### config.mk
export PLATFORM = sky130hd
export DESIGN_NAME = bufferm_rd_seq
export DESIGN_NICKNAME = d
export VERILOG_FILES = /design/src/rtl/bufferm_rd_seq_pkg.sv /design/src/rtl/bufferm_rd_seq_meta_rd_fifo.sv /design/src/rtl/bufferm_rd_seq.sv
export SDC_FILE = /design/constraint.sdc
export NUM_CORES = 1
export LEC_CHECK = 0
export ABC_AREA = 1
export CORE_ASPECT_RATIO = 1.5
export CORE_UTILIZATION = 35
export CTS_CLUSTER_DIAMETER = 60
export DETAILED_ROUTE_END_ITERATION = 10
export SYNTH_ARGS = -nofsm -noshare
export SYNTH_HDL_FRONTEND = slang
export SYNTH_SLANG_ARGS = --single-unit
### constraint.sdc
create_clock -name clk -period 4.6 [get_ports clk]
set_clock_uncertainty 0.2 [all_clocks]
set_input_delay 0.92 -clock clk [delete_from_list [all_inputs] [get_ports clk]]
set_output_delay 0.92 -clock clk [all_outputs]
set_load 0.01 [all_outputs]
### src/rtl/bufferm_rd_seq_pkg.sv
// Shared types and constants for the bufferM read sequencer.
package bufferm_rd_seq_pkg;

    // FSM states; encodings are fixed so waveforms match the ROM-side documentation.
    typedef enum logic [1:0] {
        StIdle  = 2'd0,
        StIssue = 2'd1,
        StDrain = 2'd2
    } state_e;

    // Output queue depth and the width of its occupancy count (0..MetaQDepth).
    localparam int unsigned MetaQDepth = 4;
    localparam int unsigned MetaQCntW  = $clog2(MetaQDepth + 1);

endpackage

### src/rtl/bufferm_rd_seq_meta_rd_fifo.sv
// Small synchronous FIFO holding returned ROM words plus their last-word tag.
module bufferm_rd_seq_meta_rd_fifo
    import bufferm_rd_seq_pkg::*;
#(
    parameter int unsigned Width = 33
) (
    input  logic                 clk_i,
    input  logic                 reset_i,
    input  logic                 push_i,
    input  logic [Width-1:0]     push_data_i,
    input  logic                 pop_i,
    output logic [Width-1:0]     head_o,
    output logic                 valid_o,
    output logic [MetaQCntW-1:0] count_o
);

    localparam int unsigned PtrW = $clog2(MetaQDepth);

    logic [Width-1:0]     mem_q [MetaQDepth];
    logic [PtrW-1:0]      wr_ptr_q, wr_ptr_d;
    logic [PtrW-1:0]      rd_ptr_q, rd_ptr_d;
    logic [MetaQCntW-1:0] count_q, count_d;
    logic                 pop_ok;

    assign pop_ok = pop_i & (count_q != '0);

    // Pointer and occupancy next-state; push+pop together leaves the count unchanged.
    always_comb begin
        wr_ptr_d = wr_ptr_q;
        rd_ptr_d = rd_ptr_q;
        count_d  = count_q;
        if (push_i) begin
            wr_ptr_d = wr_ptr_q + PtrW'(1);
        end
        if (pop_ok) begin
            rd_ptr_d = rd_ptr_q + PtrW'(1);
        end
        unique case ({push_i, pop_ok})
            2'b10:   count_d = count_q + MetaQCntW'(1);
            2'b01:   count_d = count_q - MetaQCntW'(1);
            default: count_d = count_q;
        endcase
    end

    // Control state with synchronous reset.
    always_ff @(posedge clk_i) begin
        if (reset_i) begin
            wr_ptr_q <= '0;
            rd_ptr_q <= '0;
            count_q  <= '0;
        end else begin
            wr_ptr_q <= wr_ptr_d;
            rd_ptr_q <= rd_ptr_d;
            count_q  <= count_d;
        end
    end

    // Storage array; contents are only observed through the valid-gated head.
    always_ff @(posedge clk_i) begin
        if (push_i) begin
            mem_q[wr_ptr_q] <= push_data_i;
        end
    end

    assign valid_o = (count_q != '0);
    assign head_o  = valid_o ? mem_q[rd_ptr_q] : '0;
    assign count_o = count_q;

    // The upstream issue throttle must never let a push land on a full queue.
    assert property (@(posedge clk_i) disable iff (reset_i)
        !(push_i && !pop_ok && (count_q == MetaQCntW'(MetaQDepth))));

endmodule

### src/rtl/bufferm_rd_seq.sv
// Strided read sequencer for the bufferM constant ROM with a backpressured output queue.
module bufferm_rd_seq
    import bufferm_rd_seq_pkg::*;
#(
    parameter int unsigned addrLen = 10,
    parameter int unsigned dataLen = 32,
    parameter int unsigned cntLen  = 10
) (
    input  logic               clk,
    input  logic               reset,
    input  logic               req_valid,
    output logic               req_ready,
    input  logic [addrLen-1:0] req_base,
    input  logic [cntLen-1:0]  req_count,
    input  logic [addrLen-1:0] req_stride,
    output logic [addrLen-1:0] rd_addr,
    input  logic [dataLen-1:0] rd_data,
    output logic               out_valid,
    input  logic               out_ready,
    output logic [dataLen-1:0] out_data,
    output logic               out_last,
    output logic               busy,
    output logic               done
);

    state_e               state_q, state_d;
    logic [addrLen-1:0]   cur_addr_q, cur_addr_d;
    logic [addrLen-1:0]   stride_q, stride_d;
    logic [cntLen-1:0]    remain_q, remain_d;
    logic [addrLen-1:0]   rd_addr_q, rd_addr_d;
    // Two-stage tag pipeline: stage 1 = ROM sampling the address, stage 2 = data on rd_data.
    logic                 p1_q, p1_d, p2_q, p2_d;
    logic                 lt1_q, lt1_d, lt2_q, lt2_d;
    logic                 done_q, done_d;

    logic                 issue, issue_last;
    logic [addrLen-1:0]   issue_addr;
    logic [MetaQCntW-1:0] q_count, occupancy;
    logic                 pop;
    logic [dataLen:0]     head;

    // Pop is not credited: occupancy uses the registered count only.
    assign occupancy = q_count + MetaQCntW'(p1_q) + MetaQCntW'(p2_q);
    assign pop       = out_valid & out_ready;

    // Next-state for FSM, address/remain counters and the pending-read pipeline.
    always_comb begin
        state_d    = state_q;
        cur_addr_d = cur_addr_q;
        stride_d   = stride_q;
        remain_d   = remain_q;
        done_d     = 1'b0;
        issue      = 1'b0;
        issue_last = 1'b0;
        issue_addr = cur_addr_q;
        unique case (state_q)
            StIdle: begin
                if (req_valid) begin
                    stride_d = req_stride;
                    if (req_count == '0) begin
                        done_d = 1'b1;
                    end else begin
                        // The handshake cycle doubles as the first issue slot; queue is empty.
                        issue      = 1'b1;
                        issue_addr = req_base;
                        issue_last = (req_count == cntLen'(1));
                        remain_d   = req_count - cntLen'(1);
                        cur_addr_d = req_base + req_stride;
                        state_d    = issue_last ? StDrain : StIssue;
                    end
                end
            end
            StIssue: begin
                if (occupancy < MetaQCntW'(MetaQDepth)) begin
                    issue      = 1'b1;
                    issue_last = (remain_q == cntLen'(1));
                    remain_d   = remain_q - cntLen'(1);
                    cur_addr_d = cur_addr_q + stride_q;
                    if (issue_last) begin
                        state_d = StDrain;
                    end
                end
            end
            StDrain: begin
                if (pop && out_last) begin
                    state_d = StIdle;
                    done_d  = 1'b1;
                end
            end
            default: state_d = StIdle;
        endcase
        rd_addr_d = issue ? issue_addr : rd_addr_q;
        p1_d      = issue;
        lt1_d     = issue_last;
        p2_d      = p1_q;
        lt2_d     = lt1_q;
    end

    // All sequencer state; reset drops in-flight reads so stale ROM data is never queued.
    always_ff @(posedge clk) begin
        if (reset) begin
            state_q    <= StIdle;
            cur_addr_q <= '0;
            stride_q   <= '0;
            remain_q   <= '0;
            rd_addr_q  <= '0;
            p1_q       <= 1'b0;
            p2_q       <= 1'b0;
            lt1_q      <= 1'b0;
            lt2_q      <= 1'b0;
            done_q     <= 1'b0;
        end else begin
            state_q    <= state_d;
            cur_addr_q <= cur_addr_d;
            stride_q   <= stride_d;
            remain_q   <= remain_d;
            rd_addr_q  <= rd_addr_d;
            p1_q       <= p1_d;
            p2_q       <= p2_d;
            lt1_q      <= lt1_d;
            lt2_q      <= lt2_d;
            done_q     <= done_d;
        end
    end

    bufferm_rd_seq_meta_rd_fifo #(
        .Width (dataLen + 1)
    ) u_meta_rd_fifo (
        .clk_i       (clk),
        .reset_i     (reset),
        .push_i      (p2_q),
        .push_data_i ({lt2_q, rd_data}),
        .pop_i       (pop),
        .head_o      (head),
        .valid_o     (out_valid),
        .count_o     (q_count)
    );

    assign out_data  = head[dataLen-1:0];
    assign out_last  = head[dataLen];
    assign rd_addr   = rd_addr_q;
    assign req_ready = (state_q == StIdle);
    assign busy      = (state_q != StIdle);
    assign done      = done_q;

endmodule

## After elaboration in Yosys (flattened, before gate mapping)

Memory sizes are Yosys's and may differ from the RTL's. A register that Yosys moved wholly into a read port is not among the register bits.
Index checks and enable logic that the tools add are counted.

- Flip-flop bits (word level): 54
- Bits in latches: 0
- RAM bits: 132
- Bits in read-only memories: 0
- Input bits: 66
- Output and inout port bits: 47
- Logic and storage cells: 84
- Memories: 1

Memories:

| name | words | bits a word | rd ports | clocked after memory_dff | wr ports | RTL line | source |
|---|---|---|---|---|---|---|---|
| u_meta_rd_fifo.mem_q | 4 | 33 | 1 | 1 | 1 | bufferm_rd_seq_meta_rd_fifo.sv:19 | `logic [Width-1:0] mem_q [MetaQDepth];` |

- Add/sub/neg operators: 10
- Multipliers: 0
- Div/mod/pow operators: 0
- Magnitude comparators: 1
- Eq/ne operators: 11
- Shifts and indexed selects: 0
- Mux-type cells: 36
- Bitwise gates (word level): 2
- Reduce and logical (&&, ||, !) cells: 10

Operators with widths:

| kind | count |
|---|---|
| 10-bit two-way mux | 9 |
| 10-bit one-hot mux with 2 select lines | 2 |
| 33-bit two-way mux | 1 |
| 10-bit adder | 2 |
| 10-bit by 1-bit == test with 1-bit output, second input constant | 2 |
| 10-bit by 1-bit subtractor with 10-bit output, second input constant | 2 |
| 2-bit two-way mux | 8 |
| 1-bit two-way mux | 11 |
| 10-bit zero test | 1 |
| 2-bit != test, second input constant | 5 |
| 3-bit by 1-bit adder with 3-bit output | 2 |
| 1-bit one-hot mux with 2 select lines | 3 |
| 2-bit one-hot mux with 3 select lines | 1 |
| 3-bit one-hot mux with 2 select lines | 1 |
| 2-bit nonzero test | 3 |
| 5-bit AND reduction | 1 |
| 2-bit by 1-bit adder with 2-bit output, second input constant | 2 |
| 2-bit by 1-bit == test with 1-bit output, second input constant | 2 |
| 2-bit == test, second input constant | 2 |
| 4-bit AND reduction | 1 |
| 3-bit by 1-bit adder with 3-bit output, second input constant | 1 |
| 3-bit < comparator, second input constant | 1 |
| 3-bit nonzero test | 1 |
| 3-bit by 1-bit subtractor with 3-bit output, second input constant | 1 |
| 4 further kinds | 5 |

## Longest topological paths before layout

Gate-level depths: netlist of run 1.

- Depth after elaboration: 5
- Depth in mapped cells: 13
- Gate-level depth less buffers: 12

## Hierarchy

From an unflattened synthesis of run 1, not the netlist that was laid out.

- Cells, all modules: 951
- Area total of the unflattened synthesis: 8932.3 µm²

Modules (own cells, without submodules):

| module | times used | cells an instance | area an instance (µm²) | sequential area each (µm²) |
|---|---|---|---|---|
| bufferm_rd_seq_meta_rd_fifo | 1 | 455 | 5570.3 | 4144.0 |
| bufferm_rd_seq | 1 | 496 | 3362.0 | 940.9 |

## Worst setup path before layout of run 1

Ideal clock, no wire load.

- Kind: input-to-reg
- Start: in out_ready
- End: reg u_meta_rd_fifo.count_q[2], in the netlist u_meta_rd_fifo.count_o[2]
- Setup time: 122 ps
- Arrival time: 2232 ps
- Data required time: 4278 ps
- Setup slack: 2046 ps
- Stages: 9
- Buffers on the path: 0
- Cells stage by stage: inv_1 -> nor2_1 -> ha_1 -> inv_1 -> fa_1 -> a21oi_1 -> o21ai_0 -> o21ai_0 -> a21oi_1

- Longest elaborated chain between the ends: 4
- Elaborated cells on any way between the ends: 6
- Classes of those cells: 2 x eq/ne; 1 x mux; 2 x bitwise; 1 x reduce/logical

RTL lines:

| what | RTL line | source |
|---|---|---|
| start: declaration | bufferm_rd_seq.sv:19 | `input logic out_ready,` |
| 1-bit AND (*) | bufferm_rd_seq.sv:44 | `assign pop = out_valid & out_ready;` |
| 1-bit AND (*) | bufferm_rd_seq_meta_rd_fifo.sv:25 | `assign pop_ok = pop_i & (count_q != '0);` |
| 2-bit by 1-bit == test with 1-bit output / 2-bit == test (equally long branches) | bufferm_rd_seq_meta_rd_fifo.sv:38 | `unique case ({push_i, pop_ok})` |
| 3-bit one-hot mux with 2 select lines / 2-bit nonzero test (equally long branches) | -- |  |
| end signal: assignment | bufferm_rd_seq_meta_rd_fifo.sv:54 | `count_q <= count_d;` |
| end: declaration | bufferm_rd_seq_meta_rd_fifo.sv:22 | `logic [MetaQCntW-1:0] count_q, count_d;` |

Every way passes the cells marked *; elsewhere a longest branch is shown, timed or not.
A chain may end at the register's enable or synchronous reset.

==> metrics.yaml, run 1 <==
route:
  wire_per_inst_um: 15.1
  drtIter0Drc: 336
  drc_errors: 0
  antenna_left: 0
  first_pass_iters: 5
  num_vias: 6913
  vias_per_cell: 4.92
  wirelength_mm: 21.3
die:
  core-area_sq_um: 24600
  rows: 70
  die_area_sq_um: 25900
  die_w_um: 132
  initial_utilization_pct: 35.9
  die_y_um: 197
  io_pins: 113
synthesis:
  avgSynthCellArea_sq_um: 9.11
  synth-edff-count: 132
  ys_ff_latch: 188
  synthCells: 969
  synth.area.top_cells: "edfxtp_1, dfxtp_1, nor2_1"
  synth_area_leader_cell: "edfxtp_1"
  yosys_warnings: 0
  synth_nets: 1067
  yosysUniqueCellTypes: 32
  synthArstFlopShare_pct: 0
  yosysSeqAreaShare_pct: 57.6
  yosys_most_used_dff: "edfxtp_1"
  synth.most_common_cell: "nor2_1"
  syn-cell-area_sq_um: 8830
  synth_top_cell_area_share_pct: 44.9
  yosys-top-cells-count: "nor2_1, o21ai_0, edfxtp_1"
finish:
  nets: 1166
  final_layout_size_suffix_gt1_share_pct: 5.55
  diodes: 0
  synthToLayoutAreaGrowth_pct: 23.6
  stdcell_count: 1405
  final_area_sq_um: 10900
clock_tree:
  root_buffer: "clkbuf_16"
  post_cts_resized: 0
  clockBufferDepth: 2
  numCtsBuffers: 17
  cts.sinks: 188
  htreeDepth: 4
  clkTransAtPathRegs_ns: 0.07
  postCtsSetupBuffers: 0
  cts_tree: "yes"
  holdBufCountCts: 0
  insertion_delay_ns: 0.42
power_and_ir_drop:
  p_int_uw: 3650
  total_power_uw: 5380
  power_frac_comb_pct: 30.4
  pwr-share-clk_pct: 31.2
  p_sw_uw: 1730
  p_per_area_nw_per_um2: 493
  p_leak_uw: 0.00418
  ir_drop_v: 0.000289
  seqPwrFrac_pct: 38.3
  switching_share_pct: 32.1
timing:
  fmax_ghz: 0.273
  slew_viol_final: 0
  min_period_ns: 3.67
  slew_headroom_pct: 41.6
  tightest_slew_ns: 0.875
  tns_ns: 0
  setup_viol: 0
  whs_ns: 0.204
  rsz0062_at_grt: "no"
  timing_hold_violations_final: 0
  finalCritPeriodShare_pct: 79.7
min_path:
  hp-class: "flop to flop"
  hp-start: "lt1_q"
  whs_endpoint: "lt2_q"
  hold_path_depth: 2
grt:
  grtUsageMet2_pct: 32.0
  grt.met3_usage_pct: 2.70
  antenna_found_initial: 0
  overflow: 0
  busiest_layer: "met2"
  met1_usage_pct: 18.5
  grt_pass1_wl_mm: 33.6
  grt_start_max_net_pins: 67
  grt_pass1_vias: 6700
  grt_usage_pct: 16.8
setup_path:
  cp.arrival_ns: 2.55
  worstSetupEndpointType: "output port"
  max_stage_delay_ns: 0.59
  r2r-start: "u_meta_rd_fifo.count_o[1]"
  cp-start-kind: "flop"
  critPathTopFamily: "buffers and inverters"
  r2r_end: "u_meta_rd_fifo.count_o[2]"
  reg2reg_slack_ns: 1.93
  worst_path_most_repeated_cell: "nor2_1"
  crit_slowest_cell: "buf_4"
  crit_required_ns: 3.48
  critPathMaxFanout: 66
  r2r_cells: 10
  crit_type: "flop to output port"
  worstPathCellList: "buf_4 > nor2_1 > nor2_1 > o21ai_0 > a21oi_1 > clkdlybuf4s50_1"
  critPathBufInv: 2
placed_design:
  io_buffers: 112
  routabilityCongestion: 0.856
  dpl.hpwl_mm: 13.9
  placed_cells: 1373
  dpl_cell_area_sq_um: 10200
run:
  maxCapViolations: 0
run_status:
  status: "finished clean"
[worst max-delay path by stage]
stage | cells after the start | from | end | slack [ns]
final | 6 | flop | out_last | 0.93
after global routing | 6 | flop | out_last | 0.76
after CTS | 6 | flop | out_last | 0.86
after detailed placement | 12 | req_count[0] | cur_addr_q[4] | 0.74
after global placement | 12 | req_count[0] | remain_q[9] | 0.78
after floorplan | 9 | out_ready | u_meta_rd_fifo.count_o[2] | 2.05
[registers in the layout, indices dropped and copies added (netlist names), named ones only]
| name | count |
|---|---|
| u_meta_rd_fifo.rd_ptr_q | 2 |
| p2_q | 1 |
| done | 1 |
| rd_addr | 10 |
| lt2_q | 1 |
| remain_q | 10 |
| stride_q | 10 |
| state_q | 2 |
| u_meta_rd_fifo.mem_q | 132 |
| p1_q | 1 |
| u_meta_rd_fifo.wr_ptr_q | 2 |
| u_meta_rd_fifo.count_o | 3 |
| cur_addr_q | 10 |
| lt1_q | 1 |
[per-layer routing]
layer  part of all wire [%]  vias up
met5                      0        -
met4                    1.8        0
met3                    3.2       20
met2                     54      153
met1                     42     3256
li1                       -     3484
[tightest hold or removal path: cells and delay by family, from the launching register on]
kind | cells | cell delay [ns]
buffers and inverters | 1 | 0.04
and+or+nand+nor | 1 | 0.03
DFF | 1 | 0.30
[area by class of cell]
class,instances,area (sq um)
clock inverters,15,259
flip-flops and latches,188,5090
repair buffers,119,1170
clock buffers,17,425
well taps,324,405
fillers,2381,13700
multi-input cells,666,3280
inverters,76,285
[per-stage QoR]
stage | worst slack, ns | utilization [%]
after detailed placement | 0.743 | 41.6
after floorplan | 2.05 | -
after global placement | 0.784 | 41.6
after global routing | 0.757 | 44.3
final | 0.934 | 44.3
after CTS | 0.865 | 44.3
[kinds of logic after synthesis]
group	share of synthesized area, %
AO/OA/AOI/OAI	12.3
flip-flops	57.6
adder cells (fa/ha/maj)	4.79
AND/OR/NAND/NOR	19.3
buffers and inverters	5.31
XOR/XNOR	0.694
[layout by cell type, fill, tap and decap left out, types with 4 or more instances in the layout]
cell / count
bufinv_16: 6
ha_1: 29
clkdlybuf4s50_1: 112
nand4_1: 14
inv_2: 10
nand3_1: 45
nand2_1: 122
xnor2_1: 4
nor2_1: 211
or2_2: 4
o21ai_0: 133
edfxtp_1: 132
nor3_1: 4
inv_1: 65
clkbuf_16: 17
dfxtp_1: 55
a21oi_1: 76
buf_4: 7
[power groups by stage]
stage | logic (uW) | registers [uW] | clock network [uW]
4_1_cts | 1660 | 2060 | 1710
2_1_floorplan | 994 | 2080 | 0
3_3_place_gp | 1630 | 2100 | 0
6_report | 1640 | 2060 | 1680
5_1_grt | 1830 | 2080 | 1780
3_5_place_dp | 1650 | 2100 | 0
No activity file was read; power rests on OpenSTA's default activity.
==> run 2, diff against run 1 <==
- clock period: 4.6 -> 3 ns (I/O delays scaled with it)
==> metrics.yaml, run 2 (synthesis results as in run 1) <==
finish:
  diodes: 0  # unchanged
  layout_common_cells: "nor2_1, o21ai_0, edfxtp_1"  # unchanged
  nets: 1181  # was 1,166
  layout_commonest_cell: "nor2_1"  # unchanged
  top_register: "u_meta_rd_fifo.mem_q"  # unchanged
  synthToLayoutAreaGrowth_pct: 24.8  # was 23.6%
  largest_reg_flops: 132  # unchanged
  fill_cells: 2350  # was 2,381
  final_layout_size_suffix_gt1_share_pct: 6.48  # was 5.55%
timing:
  rsz0062_at_grt: "no"  # unchanged
  timing_hold_violations_final: 0  # unchanged
  tightest_slew_ns: 0.509  # was 0.875 ns
  finalCritPeriodShare_pct: 95.3
  setup_viol: 0  # unchanged
  slew_headroom_pct: 66.0  # was 41.6%
  slew_viol_final: 0  # unchanged
  min_period_ns: 2.86
  fmax_ghz: 0.350
  tns_ns: 0  # unchanged
route:
  dr_wl_met3_um: 592  # was 672 um
  drtIter0Drc: 345  # was 336
  highest_layer: "met4"  # unchanged
  wirelength_mm: 21.5  # was 21.3 mm
  dr_wl_met2_mm: 11.7  # was 11.4 mm
  wl_met1_mm: 8.87  # was 8.83 mm
  antenna_left: 0  # unchanged
  first_pass_iters: 7  # was 5
  wire_per_inst_um: 15.2  # was 15.1 um
  drc_errors: 0  # unchanged
  num_vias: 6919  # was 6,913
  vias_per_cell: 4.87  # was 4.92
clock_tree:
  insertion_delay_ns: 0.42  # about the same
  htreeDepth: 4  # unchanged
  clkTransAtPathRegs_ns: 0.07  # about the same
  cts_tree: "yes"  # unchanged
  clockBufferDepth: 2  # unchanged
  postCtsSetupBuffers: 0  # unchanged
  root_buffer: "clkbuf_16"  # unchanged
  numCtsBuffers: 17  # unchanged
  cts.sinks: 188  # unchanged
die:
  core-area_sq_um: 24600  # unchanged
  initial_utilization_pct: 35.9  # unchanged
  die_area_sq_um: 25900  # unchanged
  io_pins: 113  # unchanged
  die_y_um: 197  # unchanged
  rows: 70  # unchanged
  die_w_um: 132  # unchanged
setup_path:
  r2r_end: "rd_addr[9]"  # was u_meta_rd_fifo.count_o[2]
  worstSetupEndpointType: "output port"  # unchanged
  worstSetupStartpoint: "u_meta_rd_fifo.count_o[2]"
  crit_required_ns: 2.20  # was 3.48 ns
  max_stage_delay_ns: 0.51  # was 0.59 ns
  crit_cells: 4  # was 6
  cp.arrival_ns: 2.06  # was 2.55 ns
  r2r-start: "p2_q"  # was u_meta_rd_fifo.count_o[1]
  crit_slowest_cell: "clkdlybuf4s50_1"  # was buf_4
  crit_type: "flop to output port"  # unchanged
  critPathMaxFanout: 29  # was 66
  cp-start-kind: "flop"  # unchanged
  critPathCapture: "out_data[29]"  # was out_last
  r2r_cells: 12  # was 10
  worstPathCellList: "nor3_4 > buf_12 > a21oi_1 > clkdlybuf4s50_1"  # was buf_4 > nor2_1 > nor2_1 > o21ai_0 > a21oi_1 > clkdlybuf4s50_1
  reg2reg_slack_ns: 0.79  # was 1.93 ns
  critPathBufInv: 2  # unchanged
  critPathTopFamily: "buffers and inverters"  # unchanged
placed_design:
  routabilityCongestion: 0.818  # was 0.856
  dpl.hpwl_mm: 14.6  # was 13.9 mm
  io_buffers: 112  # unchanged
grt:
  grt_start_max_net_pins: 45  # was 67
  grt_usage_pct: 17.3  # was 16.8%
  grt_pass1_vias: 6973  # was 6,700
  antenna_found_initial: 0  # unchanged
  grt_pass1_wl_mm: 34.7  # was 33.6 mm
  overflow: 0  # unchanged
min_path:
  hp-class: "flop to flop"  # unchanged
run:
  maxCapViolations: 0  # unchanged
power_and_ir_drop:
  total_power_uw: 8020  # was 5380 uW
  ir_drop_v: 0.000421  # was 0.000289 V
  p_leak_uw: 0.00428  # was 0.00418 uW
  p_per_area_nw_per_um2: 728  # was 493 nW/um^2
run_status:
  status: "finished clean"  # unchanged
[run 2: changes by cell type in the layout (fill, tap and decap cells not counted), moves of 2 or more]
cell	change
buf_4	+6
bufinv_16	-5
buf_12	+4
clkbuf_8	+4
inv_1	+4
inv_2	-4
buf_6	+3
clkinv_2	+2
clkinvlp_4	-2
[run 2: worst min path at each step]
stage	start	endpoint	depth (start not counted)
6_report	lt1_q	lt2_q	2
3_5_place_dp	lt1_q	lt2_q	2
5_1_grt	lt1_q	lt2_q	2
2_1_floorplan	lt1_q	lt2_q	2
4_1_cts	lt1_q	lt2_q	2
3_3_place_gp	lt1_q	lt2_q	2
[run 2: routing by layer]
layer  vias up  global-route usage [%]
li1       3514                       -
met5         -                       0
met4         0                    6.16
met3        25                    3.14
met1      3246                    18.3
met2       134                    33.7
[run 2: timing repair]
item / CTS / global route
hold buffers: 0 / 0
endpoints found under the setup margin: 0 / 16
hold endpoints to repair: 0 / 0
gates resized for setup: 0 / 7
[run 2: final cells by class]
cell class	instances	area [sq um]	share of cell area, %
sequential	188	5090	46.2
multi-input combinational	666	3280	29.7
inverter	76	285	2.59
tap	324	405	3.68
timing repair buffer	134	1380	12.5
clock inverter	10	104	0.943
clock buffer	22	484	4.39
[run 2: tightest hold or removal path: cells and delay by family, from the launching register on]
kind	cells	cell delay, ns
AND/OR/NAND/NOR	1	0.03
flip-flops	1	0.30
buffers and inverters	1	0.04
[run 2: where the power goes]
| part | internal [uW] | switching, uW | leakage (uW) |
|---|---|---|---|
| Combinational | 1120 | 1510 | 0.00233 |
| Clock | 1250 | 959 | 0.000295 |
| Sequential | 3010 | 168 | 0.00166 |
[run 2: per-stage QoR]
| stage | utilization [%] | hold WS (ns) | setup WS [ns] | cell area (sq um) | std cells |
|---|---|---|---|---|---|
| global route | 44.8 | 0.224 | 0.00351 | 11000 | 1420 |
| CTS | 44.6 | 0.210 | 0.00785 | 11000 | 1419 |
| detailed placement | 42.2 | 0.194 | 0.242 | 10400 | 1387 |
| global placement | 42.2 | 0.190 | 0.292 | 10400 | 1387 |
| floorplan | - | 0.188 | 0.766 | 8830 | 969 |
| finish | 44.8 | 0.209 | 0.142 | 11000 | 1420 |
